--- src/rtl/memory_bus_arbiter_pkg.sv ---
`default_nettype none
// ============================================================================
// Package : mem_bus_pkg
// Desc    : Shared types for the loader/CPU main-memory arbiter.
// Rev     : 1.0 - initial release
// ============================================================================
package mem_bus_pkg;

    localparam int c_ADDR_W = 32;
    localparam int c_DATA_W = 32;

    typedef enum logic [1:0] {
        IDLE       = 2'd0,
        SER_OWN    = 2'd1,
        CPU_OWN    = 2'd2,
        SER_LOCKED = 2'd3
    } arb_state_t;

    typedef enum logic {
        OWNER_SER = 1'b0,
        OWNER_CPU = 1'b1
    } owner_t;

    typedef struct packed {
        logic                we;
        logic [c_ADDR_W-1:0] addr;
        logic [c_DATA_W-1:0] wdata;
    } mem_req_t;

endpackage
`default_nettype wire

--- src/rtl/memory_bus_arbiter_if.sv ---
`default_nettype none
// ============================================================================
// Interface : memory_bus_arbiter_if
// Desc      : Loader, CPU and memory signals around the arbiter. The master
//             side is the environment (requesters plus memory block).
// Rev       : 1.0 - initial release
// ============================================================================
interface memory_bus_arbiter_if #(
    parameter int ADDR_W = 32,
    parameter int DATA_W = 32
);
    logic              ser_req;
    logic              ser_we;
    logic [ADDR_W-1:0] ser_addr;
    logic [DATA_W-1:0] ser_wdata;
    logic              ser_lock;
    logic              ser_ack;
    logic              ser_rvalid;
    logic [DATA_W-1:0] ser_rdata;
    logic              ser_err;

    logic              cpu_req;
    logic              cpu_we;
    logic [ADDR_W-1:0] cpu_addr;
    logic [DATA_W-1:0] cpu_wdata;
    logic              cpu_ack;
    logic              cpu_rvalid;
    logic [DATA_W-1:0] cpu_rdata;
    logic              cpu_stall;

    logic              mem_we;
    logic              mem_re;
    logic [ADDR_W-1:0] mem_addr;
    logic [DATA_W-1:0] mem_wdata;
    logic [DATA_W-1:0] mem_rdata;

    modport slave (
        input  ser_req, ser_we, ser_addr, ser_wdata, ser_lock,
        input  cpu_req, cpu_we, cpu_addr, cpu_wdata,
        input  mem_rdata,
        output ser_ack, ser_rvalid, ser_rdata, ser_err,
        output cpu_ack, cpu_rvalid, cpu_rdata, cpu_stall,
        output mem_we, mem_re, mem_addr, mem_wdata
    );

    modport master (
        output ser_req, ser_we, ser_addr, ser_wdata, ser_lock,
        output cpu_req, cpu_we, cpu_addr, cpu_wdata,
        output mem_rdata,
        input  ser_ack, ser_rvalid, ser_rdata, ser_err,
        input  cpu_ack, cpu_rvalid, cpu_rdata, cpu_stall,
        input  mem_we, mem_re, mem_addr, mem_wdata
    );
endinterface
`default_nettype wire

--- src/rtl/memory_bus_arbiter_read_return.sv ---
`default_nettype none
// ============================================================================
// Module : mem_read_return
// Desc   : Tracks the owner of the read issued last cycle and steers the
//          memory's registered read data to that port.
// Rev    : 1.0 - initial release
// ============================================================================
module mem_read_return
    import mem_bus_pkg::*;
#(
    parameter int DATA_W = 32
) (
    input  logic              clk,
    input  logic              rst,
    input  logic              issue_valid,
    input  owner_t            issue_owner,
    input  logic              issue_zero,
    input  logic [DATA_W-1:0] mem_rdata,
    output logic              ser_rvalid,
    output logic [DATA_W-1:0] ser_rdata,
    output logic              cpu_rvalid,
    output logic [DATA_W-1:0] cpu_rdata
);
    logic              r_valid;
    owner_t            r_owner;
    logic              r_zero;
    logic [DATA_W-1:0] r_ser_hold;
    logic [DATA_W-1:0] r_cpu_hold;
    logic [DATA_W-1:0] w_data;

    // Dropped out-of-range loader reads still return, but as zero.
    assign w_data     = r_zero ? '0 : mem_rdata;
    assign ser_rvalid = ~rst & r_valid & (r_owner == OWNER_SER);
    assign cpu_rvalid = ~rst & r_valid & (r_owner == OWNER_CPU);
    assign ser_rdata  = rst ? '0 : (ser_rvalid ? w_data : r_ser_hold);
    assign cpu_rdata  = rst ? '0 : (cpu_rvalid ? w_data : r_cpu_hold);

    always_ff @(posedge clk) begin
        if (rst) begin
            r_valid    <= 1'b0;
            r_owner    <= OWNER_SER;
            r_zero     <= 1'b0;
            r_ser_hold <= '0;
            r_cpu_hold <= '0;
        end else begin
            r_valid <= issue_valid;
            r_owner <= issue_owner;
            r_zero  <= issue_zero;
            if (ser_rvalid) r_ser_hold <= w_data;
            if (cpu_rvalid) r_cpu_hold <= w_data;
        end
    end
endmodule
`default_nettype wire

--- src/rtl/memory_bus_arbiter.sv ---
`default_nettype none
// ============================================================================
// Module : memory_bus_arbiter
// Desc   : One-access-per-cycle arbiter sharing main memory between the serial
//          loader and the CPU, with loader lock and bounded loader bursts.
// Rev    : 1.0 - initial release
// ============================================================================
module memory_bus_arbiter
    import mem_bus_pkg::*;
#(
    parameter int ADDR_W    = 32,
    parameter int DATA_W    = 32,
    parameter int MAX_BURST = 4,
    parameter int MEM_WORDS = 4096
) (
    input  logic                clk,
    input  logic                rst,
    memory_bus_arbiter_if.slave bus
);
    localparam int                 c_CNT_W     = $clog2(MAX_BURST + 1);
    localparam logic [c_CNT_W-1:0] c_BURST_MAX = c_CNT_W'(MAX_BURST);

    arb_state_t         r_state;
    arb_state_t         w_next_state;
    logic [c_CNT_W-1:0] r_burst_cnt;
    logic [c_CNT_W-1:0] w_burst_cnt_nxt;
    logic               w_grant_ser;
    logic               w_grant_cpu;
    logic               w_ser_in_range;
    logic               w_mem_en;
    mem_req_t           w_req;

    assign w_ser_in_range = (bus.ser_addr < ADDR_W'(MEM_WORDS));

    // The cycle the lock is released grants nothing; arbitration resumes from IDLE.
    always_comb begin
        w_grant_ser = 1'b0;
        w_grant_cpu = 1'b0;
        if (!rst) begin
            if (bus.ser_lock) begin
                w_grant_ser = bus.ser_req;
            end else if (r_state != SER_LOCKED) begin
                if (bus.ser_req && bus.cpu_req) begin
                    if (r_burst_cnt == c_BURST_MAX) w_grant_cpu = 1'b1;
                    else                            w_grant_ser = 1'b1;
                end else begin
                    w_grant_ser = bus.ser_req;
                    w_grant_cpu = bus.cpu_req;
                end
            end
        end
    end

    always_comb begin
        w_next_state = IDLE;
        if (bus.ser_lock)      w_next_state = SER_LOCKED;
        else if (w_grant_ser)  w_next_state = SER_OWN;
        else if (w_grant_cpu)  w_next_state = CPU_OWN;

        w_burst_cnt_nxt = r_burst_cnt;
        if (!bus.cpu_req || w_grant_cpu)
            w_burst_cnt_nxt = '0;
        else if (w_grant_ser && !bus.ser_lock && r_burst_cnt != c_BURST_MAX)
            w_burst_cnt_nxt = r_burst_cnt + 1'b1;
    end

    always_ff @(posedge clk) begin
        if (rst) begin
            r_state     <= IDLE;
            r_burst_cnt <= '0;
        end else begin
            r_state     <= w_next_state;
            r_burst_cnt <= w_burst_cnt_nxt;
        end
    end

    always_comb begin
        w_req = '0;
        if (w_grant_ser) begin
            w_req.we    = bus.ser_we;
            w_req.addr  = bus.ser_addr;
            w_req.wdata = bus.ser_wdata;
        end else if (w_grant_cpu) begin
            w_req.we    = bus.cpu_we;
            w_req.addr  = bus.cpu_addr;
            w_req.wdata = bus.cpu_wdata;
        end
    end

    assign w_mem_en      = w_grant_cpu | (w_grant_ser & w_ser_in_range);
    assign bus.mem_we    = w_mem_en & w_req.we;
    assign bus.mem_re    = w_mem_en & ~w_req.we;
    assign bus.mem_addr  = w_mem_en ? w_req.addr  : '0;
    assign bus.mem_wdata = w_mem_en ? w_req.wdata : '0;

    assign bus.ser_ack   = w_grant_ser;
    assign bus.cpu_ack   = w_grant_cpu;
    assign bus.ser_err   = w_grant_ser & ~w_ser_in_range;
    assign bus.cpu_stall = ~rst & ((bus.cpu_req & ~w_grant_cpu) | bus.ser_lock);

    mem_read_return #(
        .DATA_W (DATA_W)
    ) u_read_return (
        .clk         (clk),
        .rst         (rst),
        .issue_valid ((w_grant_ser | w_grant_cpu) & ~w_req.we),
        .issue_owner (w_grant_cpu ? OWNER_CPU : OWNER_SER),
        .issue_zero  (w_grant_ser & ~w_ser_in_range),
        .mem_rdata   (bus.mem_rdata),
        .ser_rvalid  (bus.ser_rvalid),
        .ser_rdata   (bus.ser_rdata),
        .cpu_rvalid  (bus.cpu_rvalid),
        .cpu_rdata   (bus.cpu_rdata)
    );
endmodule
`default_nettype wire

--- src/flat_wrapper.sv ---
// flat-port wrapper written by rule: the top's interface ports become plain ports
module memory_bus_arbiter_flat import mem_bus_pkg::*;
#(
    parameter int ADDR_W    = 32,
    parameter int DATA_W    = 32,
    parameter int MAX_BURST = 4,
    parameter int MEM_WORDS = 4096
)
  (clk, rst, bus_ser_req, bus_ser_we, bus_ser_addr, bus_ser_wdata, bus_ser_lock, bus_cpu_req, bus_cpu_we, bus_cpu_addr, bus_cpu_wdata, bus_mem_rdata, bus_ser_ack, bus_ser_rvalid, bus_ser_rdata, bus_ser_err, bus_cpu_ack, bus_cpu_rvalid, bus_cpu_rdata, bus_cpu_stall, bus_mem_we, bus_mem_re, bus_mem_addr, bus_mem_wdata);
  memory_bus_arbiter_if #(.ADDR_W(ADDR_W), .DATA_W(DATA_W)) bus_i ();
  input  logic clk;
  input  logic rst;
  input wire logic [$bits(bus_i.ser_req)-1:0] bus_ser_req;
  input wire logic [$bits(bus_i.ser_we)-1:0] bus_ser_we;
  input wire logic [$bits(bus_i.ser_addr)-1:0] bus_ser_addr;
  input wire logic [$bits(bus_i.ser_wdata)-1:0] bus_ser_wdata;
  input wire logic [$bits(bus_i.ser_lock)-1:0] bus_ser_lock;
  input wire logic [$bits(bus_i.cpu_req)-1:0] bus_cpu_req;
  input wire logic [$bits(bus_i.cpu_we)-1:0] bus_cpu_we;
  input wire logic [$bits(bus_i.cpu_addr)-1:0] bus_cpu_addr;
  input wire logic [$bits(bus_i.cpu_wdata)-1:0] bus_cpu_wdata;
  input wire logic [$bits(bus_i.mem_rdata)-1:0] bus_mem_rdata;
  output wire logic [$bits(bus_i.ser_ack)-1:0] bus_ser_ack;
  output wire logic [$bits(bus_i.ser_rvalid)-1:0] bus_ser_rvalid;
  output wire logic [$bits(bus_i.ser_rdata)-1:0] bus_ser_rdata;
  output wire logic [$bits(bus_i.ser_err)-1:0] bus_ser_err;
  output wire logic [$bits(bus_i.cpu_ack)-1:0] bus_cpu_ack;
  output wire logic [$bits(bus_i.cpu_rvalid)-1:0] bus_cpu_rvalid;
  output wire logic [$bits(bus_i.cpu_rdata)-1:0] bus_cpu_rdata;
  output wire logic [$bits(bus_i.cpu_stall)-1:0] bus_cpu_stall;
  output wire logic [$bits(bus_i.mem_we)-1:0] bus_mem_we;
  output wire logic [$bits(bus_i.mem_re)-1:0] bus_mem_re;
  output wire logic [$bits(bus_i.mem_addr)-1:0] bus_mem_addr;
  output wire logic [$bits(bus_i.mem_wdata)-1:0] bus_mem_wdata;
  assign bus_i.ser_req = bus_ser_req;
  assign bus_i.ser_we = bus_ser_we;
  assign bus_i.ser_addr = bus_ser_addr;
  assign bus_i.ser_wdata = bus_ser_wdata;
  assign bus_i.ser_lock = bus_ser_lock;
  assign bus_i.cpu_req = bus_cpu_req;
  assign bus_i.cpu_we = bus_cpu_we;
  assign bus_i.cpu_addr = bus_cpu_addr;
  assign bus_i.cpu_wdata = bus_cpu_wdata;
  assign bus_i.mem_rdata = bus_mem_rdata;
  assign bus_ser_ack = bus_i.ser_ack;
  assign bus_ser_rvalid = bus_i.ser_rvalid;
  assign bus_ser_rdata = bus_i.ser_rdata;
  assign bus_ser_err = bus_i.ser_err;
  assign bus_cpu_ack = bus_i.cpu_ack;
  assign bus_cpu_rvalid = bus_i.cpu_rvalid;
  assign bus_cpu_rdata = bus_i.cpu_rdata;
  assign bus_cpu_stall = bus_i.cpu_stall;
  assign bus_mem_we = bus_i.mem_we;
  assign bus_mem_re = bus_i.mem_re;
  assign bus_mem_addr = bus_i.mem_addr;
  assign bus_mem_wdata = bus_i.mem_wdata;
  memory_bus_arbiter #(.ADDR_W(ADDR_W), .DATA_W(DATA_W), .MAX_BURST(MAX_BURST), .MEM_WORDS(MEM_WORDS)) u_core (.clk(clk), .rst(rst), .bus(bus_i));
endmodule
--- config.mk ---
export PLATFORM = sky130hd
export DESIGN_NAME = memory_bus_arbiter_flat
export DESIGN_NICKNAME = d
export VERILOG_FILES = /design/src/rtl/memory_bus_arbiter_pkg.sv /design/src/rtl/memory_bus_arbiter_if.sv /design/src/rtl/memory_bus_arbiter_read_return.sv /design/src/rtl/memory_bus_arbiter.sv /design/src/flat_wrapper.sv
export SDC_FILE = /design/constraint.sdc
export NUM_CORES = 1
export LEC_CHECK = 0
export BUFFER_PORTS_ARGS = -buffer_cell sky130_fd_sc_hd__buf_2
export CAP_MARGIN = 20
export CORE_AREA = 2 2 118 120
export DETAILED_ROUTE_END_ITERATION = 10
export DIE_AREA = 0 0 120 122
export GPL_ROUTABILITY_DRIVEN = 0
export GPL_TIMING_DRIVEN = 1
export HOLD_SLACK_MARGIN = 0.03
export PLACE_DENSITY = 0.57
export SETUP_SLACK_MARGIN = 0.5
export SLEW_MARGIN = 20
export SYNTH_ARGS = -nofsm -noshare
export SYNTH_HDL_FRONTEND = slang
export SYNTH_SLANG_ARGS = --single-unit
--- constraint.sdc ---
create_clock -name clk -period 2.2 [get_ports clk]
set_input_delay 0.33 -clock clk [delete_from_list [all_inputs] [get_ports clk]]
set_output_delay 0.33 -clock clk [all_outputs]
set_load 0.01 [all_outputs]
==> run metrics, run 1 <==
Lkg Pwr=3.63 nW; Total GRT Usage=25.1%; drt first-iter violations=300; clk_lat worst skew=0.33 ns; Min-Delay Path Class=primary input to flip-flop; synthesized cell area=3500 sq um; Psw=0.884 mW; Synth Register Bits=72; initial antenna violation count=9; crit path DAT=2.00 ns; post-synth cell types=37; HP Start=bus_ser_we; root buffer cell=clkbuf_16; vias in the first global route=4520; Slew HR=75.5%; final instance area=7670 sq um; critical path class=flip-flop to output pin; post-synthesis async set-or-reset flop share=0%; Cell Rows=43; Fin Clk Skew=0.00457 ns; CTS tree=done; hpwl dp=12400 um; pre-CTS setup slack=0.102 ns; fmax=428 MHz; reg2reg start=u_core.u_read_return.r_valid; type of origin of the critical path=flip-flop; worst setup margin=-0.135 ns; WP data required=1.87 ns; global-route wire length before repair=27000 um; number of synthesized flops with an enable pin=0; final hold vios=0; Post-Route WL=20000 um; Max FO, Critical Path=8; CTS buffer count=9; Initial Util=25.9%; Worst setup EP type=output pin; Core Util, Final=56.8%; status=finished, violations left; Int Pwr=2.57 mW; fillers=1140; CTS Buffer Depth=2; Layout area overhead=119%; core area=13500 sq um; WL per Instance=21.5 um; CTS clk-pin slew, worst paths=0.05 ns; failing checks=negative setup slack; Die Y=122 um; Flop pwr share=39.2%; Pre-antenna DRT Iters=5; total power=3.45 mW; Mapped Cells=380; PortBufs=302; Die Wd=120 um; Slew @ Worst Pin=0.368 ns; Crit. Startpoint=u_core.r_burst_cnt[0]; Seq/Total Area, Yosys=41.2%; Max Slew Vio Count=0; final net count=908; Synth Area per Inst=9.20 sq um; Finish-stage setup viols=54; post-route ant nets=0; Post-DP Area=5200 sq um; H-tree depth=3; Ys Warns=0; Clock Power Share=42.3%; Clock Sinks=72; Remaining Overflow, GRT=0; DR vias/cell=5.05; hold slack=0.260 ns; Final Cycle Share=106%; sw frac=25.6%; Worst IR Drop VDD=0.373 mV; Die Area=14600 sq um; CTS Hold Buffers Added=0; maxcap violations=0; top_reg_cell synth=dfxtp_1; Comb pwr share=18.4%; syn_nets=549; # IOs=303; minimum clock period=2.33 ns; largest net degree at the start of global routing=45; power density over the cells=450 nW/um^2; DRC errors left=0; via count=4692; RSZ-0062 raised after global routing=true; layout cells sized above 1=68.3%
==> cells in the final DEF, fill, tap and decap left out, types with 9 or more instances in the layout <==
master / n
nand3b_1: 65
o21ai_4: 47
and2_4: 17
o21ai_2: 18
a22o_1: 39
buf_16: 17
buf_2: 228
dfxtp_1: 67
buf_4: 39
clkbuf_16: 13
buf_6: 83
buf_12: 9
nand2b_1: 35
==> worst max-delay path: stages, from the launching register on <==
cell and delay, ns:
dfxtp_2 0.34, inv_2 0.05, ha_4 0.16, a21boi_1 0.13, nand2b_4 0.14, or2_4 0.17, clkinv_8 0.11, buf_12 0.15
a22o_1 0.26, buf_2 0.15
==> path summary, 6_finish.rpt <==
| kind | end | slack, ns | cells past startpoint |
|---|---|---|---|
| worst max register to register | u_core.u_read_return.r_ser_hold[2] | 0.71 | 6 |
| worst max-delay path | bus_mem_wdata[27] | -0.13 | 9 |
| worst min register to register | u_core.u_read_return.r_ser_hold[26] | 0.49 | 2 |
| worst min-delay path | u_core.u_read_return.r_valid | 0.26 | 2 |
==> timing repair <==
item	in CTS	in global routing
buffers inserted	27	20
endpoints found under the setup margin	135	136
gates resized for setup	221	69
pin swaps	53	26
gates cloned	19	4
==> per-stage QoR <==
stage          TNS [ns]  cells
2_1_floorplan         0    380
3_3_place_gp          0    838
3_5_place_dp          0    838
4_1_cts           -3.55    900
5_1_grt          -10.49    925
6_report          -4.98    930
==> registers in the layout, indices dropped and copies added (netlist names) <==
signal                           cells
u_core.u_read_return.r_valid         1
u_core.r_burst_cnt                   3
u_core.u_read_return.r_cpu_hold     32
u_core.u_read_return.r_zero          1
u_core.u_read_return.r_owner         1
u_core.r_state                       2
u_core.u_read_return.r_ser_hold     32
==> power groups by stage <==
stage	registers (mW)	logic (mW)	clock network (mW)
final	1.35	0.637	1.46
after global routing	1.36	0.671	1.56
after CTS	1.35	0.572	1.49
after detailed placement	1.38	0.429	0
after global placement	1.38	0.425	0
after floorplan	1.37	0.182	0
==> per-layer routing <==
metal	up-vias	global-route usage [%]	share of wire, %
li1	2117	-	-
met1	2307	30.7	39
met2	228	41.7	49
met3	36	6.37	8.3
met4	4	11.0	3.4
met5	-	0	0.12
==> synth_stat cells, types with 4 or more instances <==
cell type  count  area (sq um)
dfxtp_1       72          1440
buf_2          4          20.0
inv_1          6          22.5
nor4_1         5          31.3
a22o_1        39           342
clkbuf_1      17          63.8
nand2b_1      36           225
buf_6          4          45.0
a22o_2         6          60.1
nand2_1        4          15.0
nor2_1         8          30.0
nand3b_1      65           488
and2_1        20           125
buf_1          5          18.8
o21ai_0       64           320
==> kinds of logic (layout without fill, tap and decap cells) <==
logic type / Yosys count / in the layout / synth area share (%)
flip-flops: 72 / 72 / 41.2
multiplexers: 1 / 1 / 0.286
adder cells (fa/ha/maj): 2 / 2 / 0.716
AND/OR/NAND/NOR: 145 / 145 / 27.8
XOR/XNOR: 2 / 2 / 0.501
AO/OA/AOI/OAI: 116 / 116 / 22.2
other: 0 / 6 / 0
buffers and inverters: 42 / 406 / 7.23
==> final cells by class <==
type	count	area (sq um)	area share, %
multi-input combinational	266	2480	32.4
sequential	72	1450	18.9
timing repair buffer	381	3130	40.8
clock buffer	11	243	3.16
tap	180	225	2.94
timing repair inverter	2	20.0	0.261
clock inverter	5	56.3	0.734
inverter	7	46.3	0.603
antenna	6	15.0	0.196
Power figures use the tool's default switching activity.
==> run 2, diff against run 1 <==
==> constraint.sdc (replaced) <==
create_clock -name clk -period 2.3 [get_ports clk]
set_input_delay 0.345 -clock clk [delete_from_list [all_inputs] [get_ports clk]]
set_output_delay 0.345 -clock clk [all_outputs]
set_load 0.01 [all_outputs]
==> run 2 against run 1 <==
The run still ends with negative setup slack left. Sequential cell count stayed put. Core utilization is 0.71 points lower. Register-to-register slack better by 0.09 ns. Clock power hardly changed. Setup slack better by 0.10 ns. Via count is 1.7% lower. First-iteration DRC count is 9.0% lower. Power is 3.7% lower. Clock skew is 0.0035 ns higher. Cell count is 0.11% higher. Global-route usage is 4.0 points lower. Critical path type unchanged. Highest routed layer is now met4.
==> run metrics, run 2 (synthesis results as in run 1) <==
CTS Buffer Depth=2; Slew @ Worst Pin=0.512 ns; CTS Hold Buffers Added=0; total power=3.32 mW; Die Y=122 um; layout cells sized above 1=68.4%; Max FO, Critical Path=10; CP max stage delay=0.32 ns; Int Pwr=2.49 mW; Total GRT Usage=21.1%; drt first-iter violations=273; power density over the cells=439 nW/um^2; Fin Clk Skew=0.00811 ns; CTS buffer count=9; Die Area=14600 sq um; initial antenna violation count=7; Die Wd=120 um; type of origin of the critical path=flip-flop; maxcap violations=0; Post-Place Cells=837; sw frac=25.0%; largest net degree at the start of global routing=62; Initial Util=25.9%; Max Slew Vio Count=0; Cell Rows=43; vias in the first global route=4459; worst setup margin=-0.0318 ns; Worst setup EP type=output pin; DR vias/cell=4.96; Post-Route WL=18800 um; global-route wire length before repair=23800 um; minimum clock period=2.33 ns; hpwl dp=10400 um; post-route ant nets=0; commonest non-fill, non-tap cell in the layout=buf_2; cell family with most CP delay=buffers and inverters; WP data required=1.96 ns; Flop pwr share=39.0%; Slew HR=65.9%; Remaining Overflow, GRT=0; WL per Instance=20.2 um; r2r setup slk=0.80 ns; Worst R2R Path Depth=5; H-tree depth=3; Hold Path End=u_core.u_read_return.r_valid; # IOs=303; fmax=429 MHz; failing checks=negative setup slack; Comb pwr share=18.0%; biggest regs=u_core.u_read_return.r_cpu_hold x32, u_core.u_read_return.r_ser_hold x32, u_core.r_burst_cnt x3; Clock Sinks=72; Lkg Pwr=3.65 nW; Pre-antenna DRT Iters=4; Critical-path top delay cell=dfxtp_2; worst path bufs/invs=5; Clock Power Share=43.0%; final net count=908; reg2reg start=u_core.u_read_return.r_valid; final hold vios=0; critical-path cell list=inv_2 > ha_4 > a21boi_2 > nand2b_4 > or2_4 > inv_8 > buf_12 > buf_16 > a22o_1 > buf_2; crit path DAT=1.99 ns; CTS clk-pin slew, worst paths=0.05 ns; Psw=0.833 mW; hold slack=0.287 ns; fillers=1151; Worst IR Drop VDD=0.281 mV; Layout area overhead=117%; status=finished, violations left; Finish-stage setup viols=22; most frequent cells in the layout=buf_2 (240), buf_6 (74), dfxtp_1 (67); Worst Hold Depth=2; RSZ-0062 raised after global routing=true; root buffer cell=clkbuf_16; core area=13500 sq um; setup tns final=-0.340 ns; RR Endpoint=u_core.u_read_return.r_ser_hold[7]; critical path class=flip-flop to output pin; CTS tree=done; PortBufs=302; DRC errors left=0; Final Cycle Share=101%; clk_lat worst skew=0.33 ns; final std cells w/o fill=931; Core Util, Final=56.1%; via count=4614; HP Start=bus_ser_we; Min-Delay Path Class=primary input to flip-flop
## run 2: layout make-up
| cell class | instances | area [sq um] | share of cell area (%) |
|---|---|---|---|
| multi-input combinational | 267 | 2430 | 32.1 |
| clock inverter | 5 | 55.1 | 0.727 |
| antenna | 7 | 17.5 | 0.231 |
| inverter | 7 | 38.8 | 0.512 |
| clock buffer | 11 | 253 | 3.34 |
| timing repair buffer | 382 | 3110 | 41.0 |
| tap | 180 | 225 | 2.97 |
| sequential | 72 | 1450 | 19.1 |
## run 2: per-stage QoR
step | setup WS (ns) | area, sq um
after global placement | 0.0697 | 5160
after floorplan | 0.422 | 3540
after CTS | -0.0410 | 6540
final | -0.0318 | 7570
after detailed placement | 0.115 | 5160
after global routing | -0.0983 | 7570
## run 2: worst max-delay path by stage
stage / startpoint / endpoint / slack, ns / cells after the start
after floorplan: u_core.r_burst_cnt[1] / bus_mem_addr[0] / 0.42 / 7
after global placement: bus_ser_addr[15] / bus_mem_re / 0.07 / 7
after detailed placement: bus_ser_addr[15] / bus_mem_re / 0.12 / 7
after CTS: u_core.r_burst_cnt[0] / bus_mem_addr[8] / -0.04 / 9
after global routing: u_core.r_burst_cnt[1] / bus_mem_addr[0] / -0.1 / 10
final: u_core.r_burst_cnt[0] / bus_mem_wdata[28] / -0.03 / 10
## run 2: per-layer routing
layer | global-route usage [%] | routed length, um | vias to the layer above
li1 | - | - | 2107
met5 | 0 | 0 | -
met4 | 7.94 | 505 | 0
met1 | 24.5 | 7220 | 2231
met3 | 4.54 | 1150 | 42
met2 | 37.9 | 9950 | 234
## run 2: what timing repair did
| action | 4_1_cts | 5_1_grt |
|---|---|---|
| cloned | 13 | 14 |
| setup buffers | 16 | 28 |
| pin swaps | 43 | 54 |
| setup endpoints to repair | 135 | 136 |
| resized for setup | 204 | 89 |
## run 2: power groups by stage
stage	sequential, mW	clock, mW	combinational [mW]
6_report	1.30	1.43	0.599
5_1_grt	1.30	1.51	0.632
2_1_floorplan	1.31	0	0.168
3_5_place_dp	1.32	0	0.386
4_1_cts	1.30	1.45	0.501
3_3_place_gp	1.32	0	0.380
==> run 3, diff against run 2 <==
--- a/config.mk
+++ b/config.mk
@@ -5,15 +5,16 @@
 export SDC_FILE = /design/constraint.sdc
 export NUM_CORES = 1
 export LEC_CHECK = 0
+export ABC_AREA = 1
 export BUFFER_PORTS_ARGS = -buffer_cell sky130_fd_sc_hd__buf_2
 export CAP_MARGIN = 20
-export CORE_AREA = 2 2 118 120
+export CORE_AREA = 2 2 117 119
 export DETAILED_ROUTE_END_ITERATION = 10
-export DIE_AREA = 0 0 120 122
+export DIE_AREA = 0 0 119 121
 export GPL_ROUTABILITY_DRIVEN = 0
 export GPL_TIMING_DRIVEN = 1
 export HOLD_SLACK_MARGIN = 0.03
-export PLACE_DENSITY = 0.57
+export PLACE_DENSITY = 0.61
 export SETUP_SLACK_MARGIN = 0.5
 export SLEW_MARGIN = 20
 export SYNTH_ARGS = -nofsm -noshare
==> run 3 against run 2 <==
The run now ends clean. Setup slack improved by 0.088 ns. Worst hold slack improved by 0.053 ns. Routed wire length rose by 51%. Critical endpoint is now bus_mem_wdata[21]. Non-clock buffer count rose by 81. Sequential power barely moved. Largest power group unchanged. Core utilization rose by 24 points. Power rose by 18%. Sequential share of layout area fell by 5.3 points. Largest cell class unchanged.
==> run metrics, run 3 <==
setup tns final=0 ns; post-route ant nets=0; synthesized cell area=3860 sq um; Ys Warns=0; DR vias/cell=5.15; largest net degree at the start of global routing=66; Total GRT Usage=28.4%; initial antenna violation count=7; H-tree depth=3; Max FO, Critical Path=6; CTS clk-pin slew, worst paths=0.06 ns; status=finished clean; hpwl dp=10500 um; Post-Route WL=28500 um; final instance area=10500 sq um; Post-Place Cells=1068; Pre-antenna DRT Iters=6; type of origin of the critical path=flip-flop; sw frac=31.4%; Max Slew Vio Count=0; CTS Hold Buffers Added=0; Slew HR=57.0%; pre-CTS setup slack=0.240 ns; Fin Clk Skew=0.00984 ns; CTS buffer count=9; final std cells w/o fill=1241; Synth Register Bits=72; number of synthesized flops with an enable pin=0; most frequent cells in the layout=buf_2 (226), buf_6 (147), nand2_1 (120); Layout area overhead=171%; DRC errors left=0; layout cells sized above 1=70.4%; Cell Rows=42; drt first-iter violations=411; post-synth cell types=21; Slew @ Worst Pin=0.645 ns; Flop pwr share=33.8%; Min-Delay Path Class=primary input to flip-flop; worst setup margin=0.0562 ns; simple-gate area share of the yosys netlist=38.6%; Synth area leaders=dfxtp_1 (37%), nand3_1 (14%), nand2_1 (14%); Mapped Cells=625; Die Y=121 um; WP data required=1.96 ns; maxcap violations=0; commonest non-fill, non-tap cell in the layout=buf_2; xor and xnor fraction of the mapped netlist area=0.227%; global-route wire length before repair=31900 um; Synth Area per Inst=6.18 sq um; Initial Util=29.5%; crit path DAT=1.90 ns; Int Pwr=2.70 mW; vias in the first global route=5900; Remaining Overflow, GRT=0; Final Cycle Share=97.6%; WL per Instance=23.0 um; Die Wd=119 um; largest family of logic cells by synthesized area=simple AND/OR/NAND/NOR gates; most frequent cells after synthesis=nand2_1 (144), nand3_1 (111), nor2_1 (89); fmax=446 MHz; Lkg Pwr=4.85 nW; Seq/Total Area, Yosys=37.3%; Worst setup EP type=output pin; Worst IR Drop VDD=0.417 mV; clk_lat worst skew=0.34 ns; via count=6389; final hold vios=0; Comb pwr share=28.9%; minimum clock period=2.24 ns; post-synthesis async set-or-reset flop share=0%; CTS Buffer Depth=2; Clock Power Share=37.3%; biggest regs=u_core.u_read_return.r_cpu_hold x32, u_core.u_read_return.r_ser_hold x32, u_core.r_burst_cnt x3; cell taking the most area after synthesis=dfxtp_1; Post-Synth Adder-Cell Area=0.647%; Post-DP Area=5610 sq um; critical path class=flip-flop to output pin; Finish-stage setup viols=0; share of the synthesized area in the top cell type=37.3%; CTS tree=done; # IOs=303; syn_nets=794; fillers=769; Psw=1.23 mW; register area=1450 sq um; hold slack=0.340 ns; power density over the cells=375 nW/um^2; complex-gate fraction of the synthesized area=9.00%; Clock Sinks=72; fraction of synthesized area in multiplexers=0%; RSZ-0062 raised after global routing=true; core area=13100 sq um; top_reg_cell synth=dfxtp_1; final net count=1223; PortBufs=302; Die Area=14400 sq um; area of the multi-input gates=3770 sq um; root buffer cell=clkbuf_16; most instantiated library cell after synthesis=nand2_1
run 3: cell types whose count changed after synthesis, moves of 36 or more:
cell,previous run,this run
a22o_1,39,0
inv_1,6,82
nand2_1,4,144
nand3b_1,65,0
nor2_1,8,89
nand2b_1,36,0
nand3_1,2,111
run 3: what timing repair did:
item,in CTS,in global routing
buffers inserted,100,19
pin swaps,19,78
resized for setup,304,342
hold endpoints to repair,0,0
cloned,25,7
setup endpoints to repair,134,149
run 3: metrics by stage:
stage,total power [mW],utilization [%]
finish,3.93,80.1
global route,4.02,80.1
CTS,3.54,64.4
detailed placement,1.82,42.9
global placement,1.82,42.9
floorplan,1.58,-
run 3: critical path: stages, from the launching register on:
cell and delay, ns:
dfxtp_2 0.33, inv_2 0.05, ha_4 0.17, nand2_2 0.07, nand2_2 0.06, nand2_4 0.15
clkinv_8 0.11, buf_12 0.14, clkbuf_16 0.15, nand2_1 0.06, nand2_1 0.06, inv_1 0.06
nor2_2 0.04, buf_2 0.12
run 3: power groups by stage:
stage	combinational [mW]	sequential [mW]	clock [mW]
2_1_floorplan	0.254	1.33	0
3_3_place_gp	0.495	1.33	0
3_5_place_dp	0.495	1.33	0
4_1_cts	0.811	1.31	1.42
5_1_grt	1.18	1.33	1.51
6_report	1.14	1.33	1.47
run 3: per-layer routing:
| layer | GRT usage [%] | part of all wire (%) |
|---|---|---|
| met2 | 53.0 | 51 |
| met1 | 31.0 | 33 |
| met4 | 12.6 | 7.1 |
| met5 | 0 | 0 |
| met3 | 5.64 | 8.4 |
run 3: area by class of cell:
| type | count | share of cell area, % |
|---|---|---|
| Clock buffer | 11 | 2.32 |
| Clock inverter | 4 | 0.526 |
| Timing Repair Buffer | 463 | 41.8 |
| Tap cell | 176 | 2.10 |
| Antenna cell | 7 | 0.167 |
| Multi-Input combinational cell | 424 | 36.0 |
| Inverter | 84 | 3.23 |
| Sequential cell | 72 | 13.8 |
run 3: cells by family after synthesis:
group                    after synthesis
AND/OR/NAND/NOR                      352
buffers and inverters                129
flip-flops                            72
AO/OA/AOI/OAI                         69
adder cells (fa/ha/maj)                2
XOR/XNOR                               1
run 3: path summary, 6_finish.rpt:
| kind | start | slack (ns) | cells after the start | end |
|---|---|---|---|---|
| worst max register to register | u_core.u_read_return.r_valid | 0.25 | 15 | u_core.u_read_return.r_ser_hold[27] |
| worst max-delay path | u_core.r_burst_cnt[1] | 0.06 | 13 | bus_mem_wdata[21] |
| worst min-delay path | bus_ser_lock | 0.34 | 3 | u_core.r_state[0] |
| worst min register to register | u_core.u_read_return.r_cpu_hold[9] | 0.46 | 2 | u_core.u_read_return.r_cpu_hold[9] |
